File: config.mk
export PLATFORM = sky130hd
export DESIGN_NAME = twobit_comparator
export DESIGN_NICKNAME = d
export VERILOG_FILES = /design/src/rtl/twobit_comparator.sv
export SDC_FILE = /design/constraint.sdc
export NUM_CORES = 1
export LEC_CHECK = 0
export CAP_MARGIN = 0
export CORE_ASPECT_RATIO = 1.1
export CORE_MARGIN = 8
export CORE_UTILIZATION = 48
export CTS_CLUSTER_SIZE = 12
export DETAILED_ROUTE_END_ITERATION = 6
export MAX_ROUTING_LAYER = met4
export PLACE_DENSITY = 0.79
export SYNTH_ARGS = -nofsm -noshare
export SYNTH_HDL_FRONTEND = slang
export SYNTH_SLANG_ARGS = --single-unit
File: constraint.sdc
create_clock -name clk -period 1.8 [get_ports clk]
set_input_delay 0.18 -clock clk [delete_from_list [all_inputs] [get_ports clk]]
set_output_delay 0.18 -clock clk [all_outputs]
set_load 0.02 [all_outputs]
File: src/rtl/twobit_comparator.sv
// rtl/twobit_comparator.sv - registered unsigned magnitude comparator with saturating outcome counters
module twobit_comparator #(
  parameter int WIDTH = 2,
  parameter int CNT_W = 8
) (
  input  logic             clk,
  input  logic             rst,
  input  logic             in_valid,
  input  logic [WIDTH-1:0] x,
  input  logic [WIDTH-1:0] y,
  input  logic             clr_cnt,
  output logic             out_valid,
  output logic             g,
  output logic             l,
  output logic             e,
  output logic [CNT_W-1:0] gt_cnt,
  output logic [CNT_W-1:0] lt_cnt,
  output logic [CNT_W-1:0] eq_cnt
);

  localparam logic [CNT_W-1:0] CNT_MAX = '1;
  localparam logic [CNT_W-1:0] CNT_ONE = CNT_W'(1);

  logic is_gt;
  logic is_lt;
  logic is_eq;

  always_comb begin
    is_gt = (x > y);
    is_lt = (x < y);
    is_eq = (x == y);
  end

  // Result flags only move on an accepted compare, so they hold between bursts.
  always_ff @(posedge clk) begin
    if (rst) begin
      out_valid <= 1'b0;
      g         <= 1'b0;
      l         <= 1'b0;
      e         <= 1'b0;
    end else begin
      out_valid <= in_valid;
      if (in_valid) begin
        g <= is_gt;
        l <= is_lt;
        e <= is_eq;
      end
    end
  end

  // A clear in the same cycle as a compare drops that compare from the tallies.
  always_ff @(posedge clk) begin
    if (rst || clr_cnt) begin
      gt_cnt <= '0;
      lt_cnt <= '0;
      eq_cnt <= '0;
    end else if (in_valid) begin
      if (is_gt && gt_cnt != CNT_MAX) gt_cnt <= gt_cnt + CNT_ONE;
      if (is_lt && lt_cnt != CNT_MAX) lt_cnt <= lt_cnt + CNT_ONE;
      if (is_eq && eq_cnt != CNT_MAX) eq_cnt <= eq_cnt + CNT_ONE;
    end
  end

endmodule

After elaboration in Yosys (flattened, before gate mapping) --
Cells that the tools add are included.
Cells by class: add/subtract/negate cells 3, $lt $le $gt $ge 2, equality and inequality tests 4, reductions and logical operators 7
Operators with widths (number):
- $add 8x1->8 const B | 3
- $ne 8x8->1 const B | 3
- $reduce_and 2->1 | 3
- $logic_and 1x1->1 | 3
- $eq 2x2->1 | 1
- $gt 2x2->1 | 1
- $lt 2x2->1 | 1
- $logic_or 1x1->1 | 1
Word-level totals: register bits 28, bits of input ports 8, output and inout port bits 28, logic and storage cells 23

Logic depth before layout (Yosys ltp) --
Gate-level depths: netlist (run 1).
depth after elaboration 3, mapped depth 7, mapped depth without buffers 6

Least setup slack after synthesis (run 1) --
Ideal clock, no wire load.
path type flip-flop to flip-flop, from register gt_cnt[0], to register gt_cnt[3], setup time 0.071 ns, arrival 1.666 ns, required time 1.729 ns, path slack 0.064 ns, cell stages (with the launch flop) 7, buffers on the path 1, clock period less this slack 1.736 ns, path through dfxtp_1 > ha_1 > and3_1 > and2_0 > clkbuf_2 > or4_1 > a21oi_1
On the way: cells in the longest elaborated chain, start to end 3, elaborated cells on any way between the ends 4, those cells by class add/sub (1); eq/ne (1); reduce/logical (2)
RTL lines:
- from (decl) | line 16 | output logic [CNT_W-1:0] gt_cnt,
- from (signal assigned) | line 58 | if (is_gt && gt_cnt != CNT_MAX) gt_cnt <= gt_cnt + CNT_ONE;
- branches (longest 3 deep; another with $add 8x1->8)
Several ways; the timed one is not identified. A chain may end at the register's enable or synchronous reset.

Final worst setup path (run 1) --
from input x[0], to register gt_cnt[7]
On the way: cells in the longest elaborated chain, start to end 3
RTL lines:
- from (decl) | line 9 | input logic [WIDTH-1:0] x,
- $gt 2x2->1 | line 29 | is_gt = (x > y);
- $logic_and 1x1->1 | line 58
- $reduce_and 2->1 (no line)
Every way passes these cells.

==> results by stage, run 1 <==
Synthesis:
- The post-synth design cell area is 0.00139 mm^2.
- By count the netlist is led by dfxtp_1 (28), a21oi_1 (20), nand3_1 (11).
- Counting flops and latches in the post-synthesis netlist gives 28.
- In the synthesized netlist the dominant register cell turns out to be dfxtp_1.
- The count of synthesis-stage warnings from yosys is 0.
- The largest total area in the synthesized netlist belongs to dfxtp_1.
- Yosys mapped the design onto 38 distinct sky130hd cell types.
- Of the synthesized area, sequential elements account for 0.404.
- The most common cell in the synthesized netlist is dfxtp_1.
- The number of nets in the synthesized netlist is 172.
- The mean instance size in the synthesized netlist is around 8.7 um^2.
- Counting flops with an async set or reset pin after synthesis yields a share of 0.
- Synthesis handed over a netlist of approximately 160 instances.
- Yosys attributes the largest share of cell area to dfxtp_1 (40%), a21oi_1 (7.2%), ha_1 (4.5%).
- The number of flops mapped to enable cells by yosys is 0.
- Of the post-synthesis cell area, the dominant cell type holds 0.404.

Global routing:
- The layer with the highest usage after global routing is met2.
- The first-pass GRT wire length is 6.16 mm.
- The initial antenna violation count came to 0.
- The met3 demand-to-capacity share in global routing is 0.0262.
- The routing usage on met2 is 0.294.
- Entering global routing, the biggest net connects 17 pins.
- For this run the aggregate overflow at the end of global routing stands at 0.
- The total routing resource utilization after global routing is 0.160.
- The via count of the first global-routing pass is ~1.4k.
- For this run, global-route usage on met1 was measured as 0.161.

Floorplanning:
- The total area inside the core boundary comes to about 0.0028 mm^2.
- The die extent in y is 72.4 um.
- The die covers around 0.0049 mm^2.
- Measured along the x axis, the die boundary spans a little under 70 um.
- The number of rows created at floorplan is 20.
- 36 I/O pins were placed.
- For this configuration, the core starts out at a cell density of 0.505.

Critical path:
- The worst register-to-register path has a setup slack of approximately 110 ps.
- The nature of the critical path startpoint is an input port.
- STA classifies the critical path endpoint as a flop.
- In this run the critical register-to-register path is launched from gt_cnt[0]$_SDFFE_PP0P_.
- Along the worst path, the maximum fanout reaches 6.
- The worst flop-to-flop path endpoint is gt_cnt[3]$_SDFFE_PP0P_.
- For the worst flop-to-flop path, the logic depth is 5.
- At the worst endpoint, the required time is 2090 ps.
- The arrival time of data at the critical path endpoint is approximately 2100 ps.
- The type of the setup path with the least slack is input port to flop.

CTS:
- The CTS root buffer is clkbuf_4.
- The clock passes through at most 2 buffers.
- The TritonCTS sink count is 28.
- For this design, the CTS-stage hold fixing added 0 buffers.
- After clock tree synthesis, the clock-pin slew on the worst setup and hold paths is approximately 160 ps.
- TritonCTS built the clock tree.
- The clock latency of the later-clocked register in the worst-skew pair is ~340 ps.
- CTS built an H-tree with a depth of 1.
- In this run, CTS created clock tree buffers numbering 3.

Pwr:
- The power density over the cells is between 600 and 700 mW/mm^2.
- The worst-case IR drop observed on VDD is between 500 and 600 uV.
- The static leakage power is 0.691 nW.

Placement:
- Timing analysis after detailed placement gives a worst setup slack of -366 ps.
- Once placement finished, the instance area stood at 0.00188 mm^2.
- The total of buffers placed on input and output ports is 35.
- After legalization and detailed placement, the total HPWL measured 2.82 mm.
- The routability congestion estimate is between 0.8 and 0.9.

STA:
- The highest clock rate is 556 MHz.
- The final critical-path required period is 1800 ps.
- Setup violations remaining at the end of the flow were counted as 1.
- The final count of hold timing violations is 0.
- The ratio of final minimum period to clock period is 1.00.
- Across all setup checks in the final design, the least slack found is -0.0568 ps.
- Between clock sinks in the finished design, the worst skew comes to between 4 and 5 ps.
- In this run the tightest slew margin relative to its limit is 0.735.
- The max-slew violation count is 0.
- For the pin with the worst max-slew slack, the measured transition is between 300 and 400 ps.
- The worst-case hold slack is between 400 and 500 ps.

Routing:
- In the final routed layout, each cell accounts on average for 15.9 um.
- In the routed design, unresolved DRC markers number 0.
- The number of nets with antenna violations after detailed routing is 0.
- The via density per instance is ~5.9.
- The number of search-and-repair iterations in the first detailed-routing pass is 4.
- For this block, the routed nets add up to 3.88 mm of wire.
- The number of DRC markers in iteration 0 is 64.
- The detailed-route via count is between 1k and 1.5k.

Finish:
- The number of antenna diodes in the final layout is 0.
- The area growth from synthesis to layout is 44.6%.
- The final instance area is around 0.0020 mm^2.
- For this run, the post-layout net count is between 200 and 250.
- Of the cells placed in the final design, the portion with a size suffix greater than 1 is 0.204.

Min path:
- The depth of the worst hold-timing path is 5.
- The path class of the lowest-slack min-delay path is input port to flop.
- The start point of the worst min-delay path is x[1].
- The path with the worst hold slack has its endpoint at lt_cnt[1]$_SDFFE_PP0P_.

Run:
- The number of max-cap violations is 0.

Run status:
- The flow ran to the end, but the final reports show violations.
- The final reports fail on setup timing.
[area by class of cell]
class,instances,area (um^2)
multi-input cells,119,835
fillers,211,744
flip-flops and latches,28,562
repair buffers,54,495
well taps,33,41.3
clock inverters,1,30.0
clock buffers,3,22.5
inverters,6,22.5
[kinds of logic (layout without fill, tap and decap cells)]
logic type / count (synthesis) / in the layout / share of synthesized area
fa+ha+maj: 5 / 5 / 0.0450
flops: 28 / 28 / 0.404
simple gates: 63 / 63 / 0.272
xor+xnor: 4 / 4 / 0.0252
mux: 2 / 2 / 0.0144
buf+inv: 12 / 64 / 0.0351
compound gates: 45 / 45 / 0.205
[stage by stage]
| stage | total power (W) | TNS, ps | util | instances |
|---|---|---|---|---|
| finish | 0.00122 | -0.0568 | 0.730 | 244 |
| global route | 0.00125 | -67.8 | 0.730 | 244 |
| CTS | 0.00122 | 0 | 0.707 | 242 |
| detailed placement | 0.000793 | -4600 | 0.684 | 238 |
| global placement | 0.000789 | -3640 | 0.684 | 238 |
| floorplan | 0.000716 | 0 | - | 159 |
[flip-flops by register name, indices dropped and copies added, names as in the netlist]
signal and cells:
out_valid 1, l 1, g 1, gt_cnt 8
e 1, lt_cnt 8, eq_cnt 8
[report_power, final]
part	total, W	leakage, nW	switching, W	internal (W)
sequential	0.000635	0.227	0.00000565	0.000629
combinational	0.000160	0.436	0.0000801	0.0000802
clock	0.000427	0.0279	0.000202	0.000225
total	0.00122	0.691	0.000288	0.000935
[timing repair]
action / 4_1_cts / 5_1_grt
setup endpoints to repair: 1 / 6
resized for setup: 1 / 16
buffers inserted: 0 / 1
gates cloned: 0 / 1
pin swaps: 0 / 5
[worst max path at each step]
stage / from / endpoint / cells after the start
6_report: x[0] / gt_cnt[7]$_SDFFE_PP0P_ / 8
3_3_place_gp: y[1] / gt_cnt[3]$_SDFFE_PP0P_ / 8
2_1_floorplan: gt_cnt[0]$_SDFFE_PP0P_ / gt_cnt[3]$_SDFFE_PP0P_ / 6
4_1_cts: gt_cnt[0]$_SDFFE_PP0P_ / gt_cnt[3]$_SDFFE_PP0P_ / 5
3_5_place_dp: y[1] / gt_cnt[6]$_SDFFE_PP0P_ / 8
5_1_grt: x[0] / gt_cnt[7]$_SDFFE_PP0P_ / 8
[worst max-delay path, stage by stage]
cell and delay [ps]:
clkdlybuf4s50_1 460, inv_1 40, ha_1 200, and2b_1 230, o211ai_1 130, buf_4 190
or4_1 530, a21oi_2 140
[routing by layer]
| metal | vias up | routed length, um |
|---|---|---|
| met2 | 41 | 2090 |
| met5 | - | 0 |
| met4 | 0 | 68 |
| li1 | 708 | - |
| met1 | 690 | 1550 |
| met3 | 8 | 165 |
[layout by cell type, fill, tap and decap left out, types with 2 or more instances in the layout]
master,n
xnor2_1,2
or3_1,3
nand4_1,4
or3_2,2
and2b_1,2
o21ai_0,6
and3_1,3
a21oi_2,3
dfxtp_1,27
nand2_1,6
or4_4,2
clkbuf_4,3
mux2i_1,2
a21oi_1,17
or2_2,3
xor2_1,2
inv_1,5
o211ai_1,3
o311ai_0,2
dlymetal6s2s_1,2
o41ai_1,3
buf_4,18
clkdlybuf4s50_1,33
o31ai_1,7
nand3_1,11
ha_1,4
or4_1,6
nand2b_1,4
nor2_1,7
Power figures use the tool's default switching activity.
==> inputs of run 2 (changes only) <==
--- a/config.mk
+++ b/config.mk
@@ -5,14 +5,16 @@
 export SDC_FILE = /design/constraint.sdc
 export NUM_CORES = 1
 export LEC_CHECK = 0
+export ABC_CLOCK_PERIOD_IN_PS = 1800
 export CAP_MARGIN = 0
 export CORE_ASPECT_RATIO = 1.1
 export CORE_MARGIN = 8
-export CORE_UTILIZATION = 48
+export CORE_UTILIZATION = 50
+export CTS_BUF_LIST = sky130_fd_sc_hd__clkbuf_8
 export CTS_CLUSTER_SIZE = 12
 export DETAILED_ROUTE_END_ITERATION = 6
 export MAX_ROUTING_LAYER = met4
-export PLACE_DENSITY = 0.79
+export PLACE_DENSITY = 0.82
 export SYNTH_ARGS = -nofsm -noshare
 export SYNTH_HDL_FRONTEND = slang
 export SYNTH_SLANG_ARGS = --single-unit
==> results by stage, run 2 (synthesis gave the netlist of run 1 again) <==
STA:
- The post-route worst setup slack was -17.3 ps (-17.2 ps).
- The transition time at the pin with the least slew margin came to 496 ps (+101 ps).
- The final critical-path required period was 1820 ps (+17.2 ps).
- The headroom to the max-slew limit came to 0.665 (-0.0695).
- The total negative slack for setup checks is -17.3 ps (-17.2 ps).
- The max-slew violation count was 0 (unchanged).
- The highest clock rate is 550 MHz (-0.95%).
- The clock skew is 6.00 ps (+1.61 ps).
- The ratio of final minimum period to clock period is 1.01 (+0.00956).
- The total setup violations reported at the end of the flow is 1 (unchanged).
- The final count of hold timing violations came to 0 (unchanged).

Critical path:
- The setup path with the least slack is of type input port to flop.
- The slowest stage of the critical path belongs to the cell o41ai_1.
- The arrival time of data at the critical path endpoint is 1970 ps (-120 ps).
- The buffer and inverter count on the worst path came to 2 (-1).
- The kind of cell with the highest combined delay on the critical path is compound AO/OA/AOI/OAI gates.
- The critical path goes through clkdlybuf4s50_1 -> ha_4 -> and2b_1 -> o211ai_1 -> buf_4 -> o41ai_1 -> a21oi_2.
- The maximum fanout encountered on the critical timing path is 7 (+1).
- The nature of the critical path startpoint is an input port.
- The worst setup path is captured at a flop.
- The required arrival time at the worst endpoint came to 1950 ps (-140 ps).
- The maximum single-stage delay on the critical path was 520 ps (about the same).

CTS:
- The largest buffer count on any clock path is 2 (unchanged).
- The total CTS buffers was 3 (unchanged).
- Clock tree synthesis selected as its root buffer the cell clkbuf_8.
- The count of H-tree levels built during CTS came to 1 (unchanged).
- The TritonCTS sink count is 28 (unchanged).
- TritonCTS built the clock tree.
- The clock slew at the register clock pins of the worst setup and hold paths is 90 ps (-70 ps).
- The clock latency of the later-clocked register in the worst-skew pair is 280 ps (-60 ps).

Global routing:
- In this run the most used layer during global routing was met2.
- The met3 demand-to-capacity share in global routing is 0.0265 (+0.000327).
- The initial antenna violation count came to 0 (unchanged).
- The largest net degree at the start of global routing is 16 (-1).
- The total overflow reported by the global router came to 0 (unchanged).
- The via count of the first global-routing pass is 1412 (-0.98%).
- The routing usage on met2 is 0.279 (-0.0143).
- The first-pass GRT wire length is 6.19 mm (+0.45%).
- The met1 usage was 0.184 (+0.0235).
- The total routing resource utilization after global routing came to 0.164 (+0.00412).

Finish:
- The fraction of final layout cells with drive strength greater than 1 came to 0.211 (+0.00673).
- The commonest non-fill, non-tap cell in the layout is clkdlybuf4s50_1.
- The layout net count came to 224 (-0.44%).
- The number of antenna repair diodes was 0 (unchanged).
- The largest registers in the layout are eq_cnt (8), gt_cnt (8), lt_cnt (8).
- The final instance area is 0.00201 mm^2 (unchanged).
- In the layout the commonest cells are clkdlybuf4s50_1 (32), dfxtp_1 (27), a21oi_1 (17), buf_4 (17), nand3_1 (11).
- The area growth from synthesis to layout is 44.6% (unchanged).

Run status:
- The final reports fail on setup timing.
- The flow ran to the end, but the final reports show violations.

Routing:
- The number of nets with antenna violations after detailed routing was 0 (unchanged).
- The routed wire length came to 4.07 mm (+4.8%).
- The DRC violation count after routing came to 0 (unchanged).
- The number of search-and-repair iterations in the first detailed-routing pass is 4 (unchanged).
- The detailed-route via count is 1449 (+0.14%).
- The via density per instance is 5.99 (+0.97%).
- The mean routed wirelength per cell is 16.8 um (+5.7%).
- The number of DRC markers in iteration 0 is 119 (+86%).

Pwr:
- The static leakage power is 0.694 nW (+0.43%).
- The peak supply drop is 355 uV (-40%).
- The total power of the final layout was 0.00114 W (-6.3%).
- The power density over the cells is 570 mW/mm^2 (-6.3%).

Placement:
- The total of buffers placed on input and output ports is 35 (unchanged).
- The post-detailed-placement half-perimeter wirelength is 2.75 mm (-2.4%).
- The placed instance area is 0.00187 mm^2 (-0.80%).
- The routability congestion estimate is 0.805 (-0.11%).

Min path:
- The tightest min-delay check is of the flop to flop type.

Floorplanning:
- The number of rows created at floorplan is 20 (unchanged).
- The die footprint came to 0.00472 mm^2 (-3.1%).
- The overall die width came to 66.3 um (-1.5%).
- The placeable core area was 0.00270 mm^2 (-1.8%).
- The effective utilization at floorplan came to 0.514 (+0.00934).
- The I/O pin count came to 36 (unchanged).
- The die extent in y is 71.3 um (-1.6%).

Run:
- The number of max-cap violations is 0 (unchanged).
## run 2: cell type report
type                    instances  area (um^2)
multi-input cells             119          845
fillers                       219          694
flip-flops and latches         28          562
repair buffers                 53          497
clock buffers                   3         41.3
well taps                      33         41.3
inverters                       6         22.5
## run 2: what timing repair did
| item | 4_1_cts | 5_1_grt |
|---|---|---|
| pin swaps | 4 | 3 |
| resized for setup | 3 | 16 |
| hold buffers | 0 | 0 |
| gates cloned | 1 | 0 |
| buffers inserted | 1 | 1 |
| endpoints found under the setup margin | 5 | 8 |
## run 2: per-layer routing
metal,vias up,part of all wire
met5,-,0
met4,0,0.013
met3,5,0.053
met2,54,0.49
met1,685,0.44
li1,705,-
## run 2: final timing paths
path / cells past startpoint / slack [ps] / startpoint / end
max: 7 / -20 / y[0] / gt_cnt[6]$_SDFFE_PP0P_
min: 2 / 470 / l$_SDFFE_PP0P_ / l$_SDFFE_PP0P_
max reg2reg: 5 / 40 / gt_cnt[0]$_SDFFE_PP0P_ / gt_cnt[3]$_SDFFE_PP0P_
min reg2reg: 2 / 470 / l$_SDFFE_PP0P_ / l$_SDFFE_PP0P_
## run 2: power by group
| group | internal, W | switching [W] |
|---|---|---|
| clock network | 0.000151 | 0.000191 |
| logic | 0.0000850 | 0.0000835 |
| registers | 0.000628 | 0.00000672 |
## run 2: through the flow
step | setup WS (ps) | hold WS [ps] | util | std cells
after floorplan | 63.7 | 249 | - | 159
after global placement | -303 | 464 | 0.691 | 236
after detailed placement | -352 | 466 | 0.691 | 236
after CTS | 1.21 | 478 | 0.720 | 241
after global routing | -79.0 | 504 | 0.743 | 242
final | -17.3 | 473 | 0.743 | 242
## run 2: worst register-to-register path, stage by stage (launching register included)
cell and delay [ps]:
dfxtp_2 360, ha_1 230, and3_1 230, and2_2 240
or4_1 500, a21oi_1 130
